--- src/rtl/driver_teclado_encoding_n.sv ---
// Debounced N-line active-low keypad encoder: 2-flop synchroniser, one-hot-low decode, press FSM, held index.
// Optional auto-repeat of the press strobe while a key is held, enabled by DRIVER_TECLADO_AUTOREPEAT_EN.
module driver_teclado_encoding_n #(
    parameter int N_KEYS        = 4,
    parameter int IDX_W         = 2,
    parameter int DEB_CYCLES    = 16,
    parameter int REPEAT_DELAY  = 64,
    parameter int REPEAT_PERIOD = 16
) (
    input  logic              clk,
    input  logic              rst,
    input  logic [N_KEYS-1:0] b,
    output logic [IDX_W-1:0]  index_out,
    output logic              hab_out,
    output logic              key_valid,
    output logic              multi_out
);

    localparam int MAX_A   = (DEB_CYCLES > REPEAT_DELAY) ? DEB_CYCLES : REPEAT_DELAY;
    localparam int CNT_MAX = (MAX_A > REPEAT_PERIOD) ? MAX_A : REPEAT_PERIOD;
    localparam int CW      = $clog2(CNT_MAX + 1);

    localparam logic [CW-1:0] CNT_TOP  = CW'(CNT_MAX);
    localparam logic [CW-1:0] DEB_LAST = CW'(DEB_CYCLES - 1);

    typedef enum logic [1:0] {IDLE, DEBOUNCE, HELD, RELEASE} state_t;

    state_t            state, state_nxt;
    logic [N_KEYS-1:0] sync1, sync2;
    logic [N_KEYS-1:0] low;
    logic              none, single, multi, same;
    logic [IDX_W-1:0]  cand, cand_r, cand_nxt;
    logic [CW-1:0]     cnt, cnt_nxt;
    logic [IDX_W-1:0]  index_nxt;
    logic              hab_nxt, kv_nxt;

    function automatic logic [CW-1:0] sat_inc(input logic [CW-1:0] c);
        return (c == CNT_TOP) ? c : c + CW'(1);
    endfunction

    // A set bit in low means the line is pressed; single uses the clear-lowest-bit trick.
    assign low    = ~sync2;
    assign none   = (low == '0);
    assign single = !none && ((low & (low - N_KEYS'(1))) == '0);
    assign multi  = !none && !single;
    assign same   = single && (cand == cand_r);

    always_comb begin
        cand = '0;
        for (int i = 0; i < N_KEYS; i++) begin
            if (low[i]) cand = IDX_W'(i);
        end
    end

`ifdef DRIVER_TECLADO_AUTOREPEAT_EN
    localparam logic [CW-1:0] RD_LAST = CW'(REPEAT_DELAY - 1);
    localparam logic [CW-1:0] RP_LAST = CW'(REPEAT_PERIOD - 1);
    logic [CW-1:0] rcnt, rcnt_nxt;
    logic          rep_on, rep_on_nxt;
`endif

    always_comb begin
        state_nxt = state;
        cnt_nxt   = cnt;
        cand_nxt  = cand_r;
        index_nxt = index_out;
        hab_nxt   = hab_out;
        kv_nxt    = 1'b0;
`ifdef DRIVER_TECLADO_AUTOREPEAT_EN
        rcnt_nxt   = rcnt;
        rep_on_nxt = rep_on;
`endif
        case (state)
            IDLE: begin
                if (single) begin
                    cand_nxt  = cand;
                    cnt_nxt   = '0;
                    state_nxt = DEBOUNCE;
                end
            end
            DEBOUNCE: begin
                if (same) begin
                    if (cnt == DEB_LAST) begin
                        state_nxt = HELD;
                        index_nxt = cand_r;
                        hab_nxt   = 1'b0;
                        kv_nxt    = 1'b1;
`ifdef DRIVER_TECLADO_AUTOREPEAT_EN
                        rcnt_nxt   = '0;
                        rep_on_nxt = 1'b0;
`endif
                    end else begin
                        cnt_nxt = sat_inc(cnt);
                    end
                end else begin
                    state_nxt = IDLE;
                end
            end
            HELD: begin
                if (!same) begin
                    state_nxt = RELEASE;
                    cnt_nxt   = '0;
`ifdef DRIVER_TECLADO_AUTOREPEAT_EN
                    rcnt_nxt   = '0;
                    rep_on_nxt = 1'b0;
                end else if (rcnt == (rep_on ? RP_LAST : RD_LAST)) begin
                    kv_nxt     = 1'b1;
                    rcnt_nxt   = '0;
                    rep_on_nxt = 1'b1;
                end else begin
                    rcnt_nxt = sat_inc(rcnt);
`endif
                end
            end
            RELEASE: begin
                // Any low line restarts the release window, so no new key sneaks in early.
                if (none) begin
                    if (cnt == DEB_LAST) begin
                        state_nxt = IDLE;
                        hab_nxt   = 1'b1;
                    end else begin
                        cnt_nxt = sat_inc(cnt);
                    end
                end else begin
                    cnt_nxt = '0;
                end
            end
            default: state_nxt = IDLE;
        endcase
    end

    always_ff @(posedge clk) begin
        if (rst) begin
            sync1     <= '1;
            sync2     <= '1;
            state     <= IDLE;
            cnt       <= '0;
            cand_r    <= '0;
            index_out <= '0;
            hab_out   <= 1'b1;
            key_valid <= 1'b0;
            multi_out <= 1'b0;
`ifdef DRIVER_TECLADO_AUTOREPEAT_EN
            rcnt      <= '0;
            rep_on    <= 1'b0;
`endif
        end else begin
            sync1     <= b;
            sync2     <= sync1;
            state     <= state_nxt;
            cnt       <= cnt_nxt;
            cand_r    <= cand_nxt;
            index_out <= index_nxt;
            hab_out   <= hab_nxt;
            key_valid <= kv_nxt;
            multi_out <= multi;
`ifdef DRIVER_TECLADO_AUTOREPEAT_EN
            rcnt      <= rcnt_nxt;
            rep_on    <= rep_on_nxt;
`endif
        end
    end

endmodule

--- config.mk ---
export PLATFORM = sky130hd
export DESIGN_NAME = driver_teclado_encoding_n
export DESIGN_NICKNAME = d
export VERILOG_FILES = /design/src/rtl/driver_teclado_encoding_n.sv
export SDC_FILE = /design/constraint.sdc
export NUM_CORES = 1
export LEC_CHECK = 0
export CAP_MARGIN = 10
export CORE_MARGIN = 8
export CORE_UTILIZATION = 33
export CTS_BUF_LIST = sky130_fd_sc_hd__clkbuf_8
export CTS_CLUSTER_DIAMETER = 50
export DETAILED_ROUTE_END_ITERATION = 12
export PLACE_DENSITY = 0.48
export SETUP_SLACK_MARGIN = 0.5
export SKIP_LAST_GASP = 1
export SYNTH_ARGS = -nofsm -noshare
export SYNTH_HDL_FRONTEND = slang
export SYNTH_SLANG_ARGS = --single-unit
export TNS_END_PERCENT = 20
--- constraint.sdc ---
create_clock -name clk -period 2.4 [get_ports clk]
set_input_delay 0.48 -clock clk [delete_from_list [all_inputs] [get_ports clk]]
set_output_delay 0.48 -clock clk [all_outputs]
set_load 0.05 [all_outputs]
# After elaboration in Yosys (flattened, before gate mapping)
# Cells that the tools add are included.
# word_totals
rom_bits,0
latchBits,0
n_memories,0
ff_bits,24
elab_cells,66
ram_bits,0
# classes
div_mod_pow,0
n_bitwise,4
n_shift,0
order_cmp,0
add_sub_neg,2
eq_ne,13
n_reduce_logical,15
n_mul,0
muxes,23
# ops
op,n
2-to-1 mux 7 bit,6
case mux 7 bit (4 select lines),1
2-to-1 mux 2 bit,8
inequality test 2 bit (second input constant),6
AND reduction 5 bit,2
zero test 4 bit,2
case mux 2 bit (4 select lines),1
adder 7 x 1 -> 7 bit (second input constant),1
equality test 7 x 4 -> 1 bit (second input constant),1
equality test 7 bit (second input constant),1
2-to-1 mux 1 bit,6
AND reduction 3 bit,2
AND 4 bit,1
equality test 2 bit (second input constant),2
inverter 4 bit,1
subtractor 4 x 1 -> 4 bit (second input constant),1
logical AND 1 bit,3
inequality test 3 bit (second input constant),1
OR reduction 3 bit,1
equality test 2 x 1 -> 1 bit (second input constant),1
equality test 2 bit,1
zero test 1 bit,2
zero test 2 bit,1
inverter 1 bit,2
3 further kinds,3

# Depth between registers and ports, before layout
# Gate-level depths: netlist of run 1.
# depth
depth_word,8
depth_mapped,7
mapped_depth_nobuf,7

# Worst setup path after synthesis of run 1
# Ideal clock, no wire load.
# synth_path
kind,reg-to-reg
from,register cand_r[1]
to,register cnt[4]
arrival_ns,1.718
setup_ns,0.117
synth_period_minus_slack_ns,1.835
path_stages_with_launch,8
path_slack_ns,0.565
required_ns,2.283
path_cell_list,dfxtp_1 buf_4 and4b_1 a311oi_2 nor3_1 a211oi_4 o21ai_1 a32o_1
# synth_between
elab_chain_cells,4
word_cells_on_any_way,5
# synth_rtl
element,line_no,source
from (decl),32,"logic [IDX_W-1:0] cand, cand_r, cand_nxt;"
from (signal assigned),152,cand_r <= cand_nxt;
equality test 2 bit *,46,assign same = single && (cand == cand_r);
logical AND 1 bit *,46,
inequality test 2 bit (no line),-,
AND reduction 3 bit (no line) *,-,
to (signal assigned),151,cnt <= cnt_nxt;
to (decl),33,"logic [CW-1:0] cnt, cnt_nxt;"
# Mark *: on every way between the ends. The rest lies on a longest branch, timed or not.
# A chain may end at the register's enable or synchronous reset.

# Worst setup path in the final report of run 1
# layout_path
from,register cand_r[1]
to,register cnt[2]
# The elaborated chain is that of the path after synthesis.

==> summary.txt, run 1 <==
CTS
  • Clock Tree Buf Depth: 2
  • Root cell of the clock tree: clkbuf_8
  • CTS tree: done
  • Clk sinks: 24
  • CTS clock-pin slew for the worst setup and hold paths: 80 ps
  • Worst skew pair latency: 270 ps
  • Num CTS Buffers: 3
  • H-tree lvl count: 1

Power
  • Leakage: 0.6263 nW
  • Cell internal pwr: 697.7 uW
  • Power Density: 579.7 nW/um^2
  • Tot Pwr: 901.6 uW
  • Switching Fraction: 0.2261
  • Sequential share of power: 0.467
  • Clock share of power: 0.389
  • Peak VDD IR: 0.0003036 V
  • NetSw: 203.9 uW
  • Logic pwr share: 0.144

Setup path
  • Crit Reg-Reg Endpoint: cnt[2]
  • WP data required: 2560 ps
  • CP arrival: 2100 ps
  • Worst setup EP type: flop
  • Startpoint Class: flop
  • WS Path Type: flop to flop
  • R2r setup slk: 460 ps
  • R2r worst-path depth: 7
  • Critical R2R Launch: cand_r[1]
  • Critical path fanouts, max: 7

Floorplan
  • Boundary Pins: 11
  • Die width: 76.46 um
  • Initial Util: 0.3371
  • Die Y-Extent: 76.46 um
  • Core outline area: 3578 um^2
  • Die Area: 5845 um^2
  • Num rows: 22

Global route
  • Largest net degree at the start of global routing: 23
  • Met3 Usage GRT: 0.02594
  • First-pass GRT wire length: 4374 um
  • Initial antenna violation count: 0
  • Met2 GRT Util: 0.1362
  • Total Routing Usage GR: 0.08865
  • GRT Max-Usage Layer: met2
  • Total grt overflow: 0
  • Vias in the first global route: 985
  • GR met1 Demand/Resource: 0.1129

Placed design
  • Gpl congestion: 0.8365
  • Worst slack, placed: 238.2 ps
  • Input/output buffers: 10
  • Detail Placement HPWL: 1729 um

STA
  • Post-route setup slack: 464.9 ps
  • Setup TNS: 0 ps
  • Setup Viol. Count Final: 0
  • Share of the cycle needed by the critical path after routing: 0.8063
  • Fmax: 516.8 MHz
  • Max-slew violation count: 0
  • Min Tclk post-route: 1935 ps
  • Hold slack final: 413.9 ps
  • Unrepaired setup endpoints after global routing: true
  • Fin Clk Skew: 4.850 ps
  • Slew HR: 0.6696
  • Final Hold Fails: 0
  • Worst slew pin tran: 494.1 ps

Job
  • MaxCap Viol Count: 0

Synthesis
  • Simple-gate portion of the synthesized area: 0.2531
  • Synth Area in XOR/XNOR: 0.007261
  • Top cells by area, synth: dfxtp_1 40%, or2_2 4.1%, nor2_1 4.0%
  • #FFs+latches synth: 24
  • Mapped Area: 1206 um^2
  • Synth Area in Adders: 0.02075
  • Post-synthesis compound-gate area fraction: 0.2334
  • Post-synth top cells: 24 x dfxtp_1, 13 x nor2_1, 8 x inv_1, 8 x or2_2, 6 x a21oi_1
  • Asr flop ratio synth: 0
  • Ys flop type: dfxtp_1
  • Yosys top cell area share: 0.3983
  • Largest family of logic cells by synthesized area: simple AND/OR/NAND/NOR gates
  • Post-synthesis mux area share: 0.03320
  • Mapped Cells: 136
  • EDFF count, synth: 0
  • Synth area leader: dfxtp_1
  • Ys Warns: 0
  • Synthesized area per cell: 8.869 um^2
  • Sequential share of the synthesized area: 0.3983
  • Most frequent cell after synthesis: dfxtp_1
  • Library cells used by synthesis: 47
  • Syn_nets: 144

Routing
  • DR WL/cell: 12.38 um
  • Number of remaining DRC errors: 0
  • Final WL: 2574 um
  • Via count: 1,068
  • DR iter-0 viols: 59
  • Routed Antenna Nets: 0
  • Vias per cell: 5.135
  • DR pass1 iterations: 4

Finish
  • Layout cell share with drive strength beyond 1: 0.2563
  • P&R area growth vs syn: 28.94%
  • Final #Nets: 169
  • N_diodes: 0
  • Fillers: 352

Hold path
  • Hold WC Path Type: flop to flop
  • Worst hold path depth: 1
  • Hold path start: sync1[3]
  • Hold endpoint: sync2[3]

Run status
  • Status: complete, no violations
kinds of logic (layout without fill, tap and decap cells):
kind of cell / after synthesis / after routing
xor gates and xnor gates: 1 / 1
adders and majority gates: 2 / 2
muxes: 4 / 4
buffers and inverters: 14 / 38
and+or+nand+nor: 55 / 55
AOI/OAI and AO/OA: 36 / 36
DFF: 24 / 24
how the worst max path moves through the flow:
stage                   start  endpoint  depth (start not counted)
finish              cand_r[1]    cnt[2]                          7
CTS                  sync2[2]    cnt[2]                          7
floorplan           cand_r[1]    cnt[4]                          7
global placement     sync2[3]    cnt[4]                          6
global route        cand_r[1]    cnt[4]                          6
detailed placement   sync2[3]    cnt[4]                          6
placed cells by master (no fill, tap or decap), types with 4 or more instances in the layout:
master	n
nand2_1	5
nor2_1	13
inv_1	8
buf_4	14
a21oi_1	5
nand3_1	5
o21ai_0	5
dfxtp_1	20
mux2i_1	4
clkdlybuf4s50_1	9
or2_2	8
nor3_1	4
timing repair:
action,CTS,global route
gates resized for setup,8,4
pin swaps,4,6
endpoints found under the setup margin,12,12
buffers inserted,7,4
hold buffers,0,0
worst max-delay path: stages, from the launching register on:
cell and delay, ps:
dfxtp_2 330, buf_6 130, o311a_1 370, o211a_1 260, a211oi_4 350, buf_6 170
a21oi_2 50, o21a_1 170
routing by layer:
metal  wire length, um  part of all wire
met1              1227              0.48
met4                37             0.014
met3               121             0.047
met2              1187              0.46
met5                 0                 0
metrics by stage:
stage / utilization / cell area [um^2] / std cells
4_1_cts: 0.4217 / 1509 / 204
3_5_place_dp: 0.3825 / 1369 / 193
5_1_grt: 0.4346 / 1555 / 208
6_report: 0.4346 / 1555 / 208
3_3_place_gp: 0.3825 / 1369 / 193
2_1_floorplan: - / 1206 / 136
power by group through the flow:
stage / combinational, mW / clock (mW) / sequential [mW]
6_report: 0.130 / 0.351 / 0.421
5_1_grt: 0.143 / 0.380 / 0.423
4_1_cts: 0.123 / 0.360 / 0.421
3_5_place_dp: 0.107 / 0 / 0.433
3_3_place_gp: 0.106 / 0 / 0.433
2_1_floorplan: 0.0806 / 0 / 0.427
sequential cells by signal, summed over array words and instances (netlist names), named ones only:
signal / flops
hab_out: 1
key_valid: 1
multi_out: 1
sync2: 4
sync1: 4
state: 1
cand_r: 2
cnt: 7
index_out: 2
layout make-up:
| class | count | area, um^2 | share of cell area |
|---|---|---|---|
| inverters | 8 | 30.03 | 0.01931 |
| clock buffers | 3 | 41.29 | 0.02655 |
| well taps | 48 | 60.06 | 0.03862 |
| clock inverters | 1 | 30.03 | 0.01931 |
| flip-flops and latches | 24 | 490.5 | 0.3154 |
| repair buffers | 26 | 226.5 | 0.1456 |
| multi-input cells | 98 | 676.9 | 0.4352 |
No activity file was read; power rests on OpenSTA's default activity.
==> run 2, diff against run 1 <==
clock period = 2.05 ns   (was 2.4 ns; I/O delays follow)
==> run 2 against run 1 <==
  * Via count is 2.2% lower
  * Register-to-register slack lost 300 ps
  * Clock power is 19% higher
  * Non-clock buffer count down 6
  * Highest routed layer unchanged
==> summary.txt, run 2 (synthesis results as in run 1) <==
Routing
  • Via count: 1,045 (-2.2%)
  • Vias per cell: 5.173 (+0.75%)
  • Number of remaining DRC errors: 0 (unchanged)
  • DR pass1 iterations: 4 (unchanged)
  • Routed Antenna Nets: 0 (unchanged)
  • DR WL/cell: 12.62 um (+2.0%)
  • DR iter-0 viols: 57 (-3.4%)
  • Final WL: 2549 um (-0.97%)

Placed design
  • Detail Placement HPWL: 1829 um (+5.8%)
  • Placed inst area: 1395 um^2 (+1.9%)
  • Gpl congestion: 0.8468 (+1.2%)
  • Input/output buffers: 10 (unchanged)
  • DP Cell Count: 195 (+1.0%)

Floorplan
  • Core outline area: 3578 um^2 (unchanged)
  • Initial Util: 0.3371 (unchanged)
  • Die Y-Extent: 76.46 um (unchanged)
  • Num rows: 22 (unchanged)
  • Die Area: 5845 um^2 (unchanged)
  • Boundary Pins: 11 (unchanged)
  • Die width: 76.46 um (unchanged)

Hold path
  • Hold path start: sync1[0]
  • Hold endpoint: sync2[0]
  • Worst hold path depth: 1 (unchanged)
  • Hold WC Path Type: flop to flop

Job
  • MaxCap Viol Count: 0 (unchanged)

Power
  • Leakage: 0.5998 nW (-4.2%)
  • Tot Pwr: 1.056 mW (+17%)
  • Peak VDD IR: 0.0003169 V (+4.4%)
  • Power Density: 700.5 nW/um^2 (+21%)

CTS
  • H-tree lvl count: 1 (unchanged)
  • Clock Tree Buf Depth: 2 (unchanged)
  • Worst skew pair latency: 270 ps (about the same)
  • Root cell of the clock tree: clkbuf_8
  • Num CTS Buffers: 3 (unchanged)
  • CTS tree: done
  • Clk sinks: 24 (unchanged)
  • CTS clock-pin slew for the worst setup and hold paths: 80 ps (about the same)

Global route
  • Total Routing Usage GR: 0.09095 (+0.002303)
  • Vias in the first global route: 974 (-1.1%)
  • GR met1 Demand/Resource: 0.1113 (-0.001673)
  • Largest net degree at the start of global routing: 23 (unchanged)
  • Met3 Usage GRT: 0.02594 (unchanged)
  • Total grt overflow: 0 (unchanged)
  • GRT Max-Usage Layer: met2
  • Met2 GRT Util: 0.1388 (+0.002571)
  • Initial antenna violation count: 0 (unchanged)
  • First-pass GRT wire length: 4353 um (-0.48%)

STA
  • Slew HR: 0.6607 (-0.008913)
  • Fin Clk Skew: 2.154 ps (-2.696 ps)
  • Final Hold Fails: 0 (unchanged)
  • Max-slew violation count: 0 (unchanged)
  • Setup TNS: 0 ps (unchanged)
  • Worst slew pin tran: 507.4 ps (+13.33 ps)
  • Hold slack final: 414.0 ps (+0.02500 ps)
  • Fmax: 530.5 MHz (+2.7%)
  • Unrepaired setup endpoints after global routing: true
  • Setup Viol. Count Final: 0 (unchanged)
  • Share of the cycle needed by the critical path after routing: 0.9195 (+0.1132)
  • Min Tclk post-route: 1885 ps (-50.09 ps)

Setup path
  • Startpoint Class: flop
  • CP arrival: 2050 ps (-50 ps)
  • Slowest CP cell: dfxtp_4
  • Critical R2R Launch: sync2[3]
  • CP peak stage delay: 390 ps (+20 ps)
  • Crit Reg-Reg Endpoint: cnt[4]
  • Worst setup EP type: flop
  • Critical path fanouts, max: 9 (+2)
  • R2r worst-path depth: 7 (unchanged)
  • WS Path Type: flop to flop
  • WP data required: 2220 ps (-340 ps)
  • R2r setup slk: 160 ps (-300 ps)
  • CP cell instances: buf_4 -> nand2b_1 -> o311a_1 -> o211a_1 -> a211oi_4 -> o21ai_1 -> a32o_1

Finish
  • Area of the multi-input gates: 681.9 um^2 (+0.74%)
  • Non-Filler Instances: 202 (-2.9%)
  • Most common cell after layout, fill and taps aside: dfxtp_1
  • Most frequent cells in the layout: 21 x dfxtp_1, 13 x nor2_1, 10 x clkdlybuf4s50_1, 10 x buf_4
  • Biggest regs: cnt: 7 flops, sync1: 4 flops, sync2: 4 flops
  • Layout cell share with drive strength beyond 1: 0.2208 (-0.03547)
  • Storage cell area: 489.2 um^2 (-0.26%)
  • P&R area growth vs syn: 25.00%
  • Final #Nets: 163 (-3.6%)
  • Reg with most FFs: cnt
  • Final instance area: 1508 um^2 (-3.1%)
  • Largest register FFs: 7 (unchanged)
  • N_diodes: 0 (unchanged)
  • Fillers: 356 (+1.1%)

Run status
  • Status: complete, no violations
[run 2: power breakdown]
part / switching (mW) / internal [mW]
sequential: 0.0163 / 0.479
clock: 0.157 / 0.261
combinational: 0.0701 / 0.0718
[run 2: timing repair]
item / CTS / global route
setup endpoints to repair: 18 / 20
hold buffers: 0 / 0
gates resized for setup: 6 / 0
setup buffers: 2 / 1
pin swaps: 2 / 0
[run 2: routing by layer]
layer / part of all wire / vias to the layer above
li1: - / 531
met1: 0.46 / 482
met2: 0.46 / 27
met3: 0.053 / 5
met4: 0.022 / 0
met5: 0 / -
[run 2: final cells by class]
class	instances	share of cell area
Multi-Input combinational cell	98	0.4523
Inverter	8	0.01992
Clock buffer	3	0.02739
Sequential cell	24	0.3245
Timing Repair Buffer	20	0.1162
Clock inverter	1	0.01992
Tap cell	48	0.03983
[run 2: worst max-delay path by stage]
stage,end,depth (start not counted),slack [ps],from
2_1_floorplan,cnt[4],7,240,sync2[2]
3_3_place_gp,cnt[5],6,120,sync2[2]
3_5_place_dp,cnt[4],6,70,sync2[2]
4_1_cts,cnt[4],7,170,sync2[3]
5_1_grt,cnt[4],7,40,sync2[3]
6_report,cnt[4],7,160,sync2[3]
[run 2: worst max-delay path, delay by kind of cell (launching register included)]
kind	cells	cell delay, ps
AOI/OAI and AO/OA	5	1100
DFF	1	390
buffers and inverters	1	160
and+or+nand+nor	1	130
[run 2: through the flow]
stage	util	worst slack (ps)
detailed placement	0.3899	69.27
global placement	0.3899	118.1
finish	0.4213	165.0
floorplan	-	235.2
CTS	0.4192	165.3
global route	0.4213	39.16
==> run 3, diff against run 2 <==
clock period = 1.75 ns   (was 2.05 ns; I/O delays follow)
==> run 3 against run 2 <==
  * The flow now finishes with violations (setup timing)
  * Total power rose by 21%
  * Global-route usage increased by 0.73 points
  * Largest cell class unchanged
  * Routed wire length grew 8.6%
  * Sequential share of layout area down 3.5 points
  * Maximum frequency rose by 2.9%
  * Clock skew increased by 2.2 ps
  * Final cell count is 8.4% higher
  * Worst setup slack got worse by 250 ps
  * Via count is 5.2% higher
  * Largest power group unchanged
  * Core utilization increased by 5.0 points
==> summary.txt, run 3 (synthesis results as in run 1) <==
Run status
  • Status: finished with violations
  • Failing checks: setup timing

CTS
  • Clk sinks: 24 (unchanged)
  • CTS tree: done
  • CTS clock-pin slew for the worst setup and hold paths: 90 ps (about the same)
  • Worst skew pair latency: 270 ps (about the same)
  • H-tree lvl count: 1 (unchanged)
  • Post-CTS Hold Buffers: 0 (unchanged)
  • Num CTS Buffers: 3 (unchanged)
  • Root cell of the clock tree: clkbuf_8
  • Clock Tree Buf Depth: 2 (unchanged)

Setup path
  • Critical path fanouts, max: 7 (-2)
  • WP data required: 1920 ps (-300 ps)
  • Slowest CP cell: dfxtp_4
  • CP peak stage delay: 390 ps (about the same)
  • CP cell instances: buf_6 -> a21oi_4 -> a211oi_4 -> or2_4 -> a211oi_4 -> buf_6 -> o21ai_1 -> a32o_1
  • CP arrival: 2000 ps (-50 ps)
  • Start point of the critical path: sync2[2]
  • WS Path Type: flop to flop
  • Critical R2R Launch: sync2[2]
  • Startpoint Class: flop
  • Worst setup EP type: flop

Finish
  • P&R area growth vs syn: 39.94%
  • Layout cell share with drive strength beyond 1: 0.3567 (+0.1359)
  • Biggest regs: cnt: 7 flops, sync1: 4 flops, sync2: 4 flops
  • Reg with most FFs: cnt
  • Non-Filler Instances: 219 (+8.4%)
  • Final #Nets: 180 (+10%)
  • Most frequent cells in the layout: 28 x buf_4, 21 x dfxtp_1, 12 x nor2_1
  • N_diodes: 0 (unchanged)
  • Most common cell after layout, fill and taps aside: buf_4
  • Largest register FFs: 7 (unchanged)

Routing
  • DR pass1 iterations: 2 (-2)
  • DR WL/cell: 12.64 um (+0.16%)
  • Vias per cell: 5.018 (-3.0%)
  • Routed Antenna Nets: 0 (unchanged)
  • Via count: 1,099 (+5.2%)
  • DR iter-0 viols: 44 (-23%)
  • Number of remaining DRC errors: 0 (unchanged)
  • Final WL: 2768 um (+8.6%)

STA
  • Fin Clk Skew: 4.328 ps (+2.174 ps)
  • Worst slew pin tran: 391.1 ps (-116.3 ps)
  • Min Tclk post-route: 1832 ps (-53.14 ps)
  • Slew HR: 0.7372 (+0.07656)
  • Share of the cycle needed by the critical path after routing: 1.047 (+0.1273)
  • Hold slack final: 417.3 ps (+3.326 ps)
  • Post-route setup slack: -81.89 ps (-246.9 ps)
  • Max-slew violation count: 0 (unchanged)
  • Fmax: 545.9 MHz (+2.9%)
  • Unrepaired setup endpoints after global routing: true
  • Setup Viol. Count Final: 6 (+6)
  • Final Hold Fails: 0 (unchanged)

Global route
  • Total grt overflow: 0 (unchanged)
  • First-pass GRT wire length: 4871 um (+12%)
  • Initial antenna violation count: 0 (unchanged)
  • Total Routing Usage GR: 0.09830 (+0.007343)
  • Vias in the first global route: 1,086 (+11%)
  • Largest net degree at the start of global routing: 23 (unchanged)

Power
  • Peak VDD IR: 0.0004303 V (+36%)
  • Leakage: 0.7084 nW (+18%)
  • Power Density: 757.5 nW/um^2 (+8.1%)

Floorplan
  • Die width: 76.46 um (unchanged)
  • Num rows: 22 (unchanged)
  • Boundary Pins: 11 (unchanged)
  • Die Y-Extent: 76.46 um (unchanged)
  • Core outline area: 3578 um^2 (unchanged)
  • Initial Util: 0.3371 (unchanged)
  • Die Area: 5845 um^2 (unchanged)

Placed design
  • Detail Placement HPWL: 1993 um (+9.0%)
  • Gpl congestion: 0.8398 (-0.83%)
  • Worst slack, placed: -237.6 ps (-306.9 ps)
  • DP Cell Count: 208 (+6.7%)
  • Input/output buffers: 10 (unchanged)

Hold path
  • Hold path start: sync1[1]
  • Hold WC Path Type: flop to flop

Job
  • MaxCap Viol Count: 0 (unchanged)
run 3: metal layers:
layer  part of all wire  global-route usage
met1               0.47              0.1147
met5                  0                   0
met3              0.036             0.03302
met2               0.48              0.1680
met4             0.0090             0.02308
run 3: worst max-delay path, delay by kind of cell (launching register included):
family | cells | cell delay (ps)
simple gates | 1 | 260
compound gates | 5 | 800
flops | 1 | 390
buf+inv | 2 | 280
run 3: worst paths after layout:
kind,slack [ps],end,depth (start not counted)
worst max register to register,-80,cnt[4],8
worst max-delay path,-80,cnt[4],8
worst min-delay path,420,sync2[1],1
worst min register to register,420,sync2[1],1
run 3: final cells by class:
class	instances	area (um^2)
inverter	8	30.03
clock inverter	1	30.03
fill	365	1891
timing repair buffer	37	314.1
tap	48	60.06
sequential	24	489.2
clock buffer	3	41.29
multi-input combinational	98	723.2
run 3: through the flow:
step | util | power (mW) | cell area [um^2] | TNS [ps]
finish | 0.4717 | 1.279 | 1688 | -297.3
global placement | 0.4171 | 0.7630 | 1493 | -924.1
detailed placement | 0.4171 | 0.7651 | 1493 | -1282
global route | 0.4717 | 1.341 | 1688 | -1249
CTS | 0.4587 | 1.282 | 1642 | -314.8
floorplan | - | 0.7006 | 1227 | -131.8
run 3: timing repair:
item	4_1_cts	5_1_grt
buffers inserted	5	2
gates resized for setup	11	8
pin swaps	6	3
setup endpoints to repair	15	16
endpoints found under the hold margin	0	0
run 3: where the power goes:
part | leakage (nW) | total, mW | switching (mW) | internal, mW
sequential | 0.195 | 0.577 | 0.0162 | 0.561
combinational | 0.477 | 0.212 | 0.0985 | 0.113
clock | 0.0357 | 0.489 | 0.183 | 0.306
total | 0.708 | 1.28 | 0.298 | 0.981
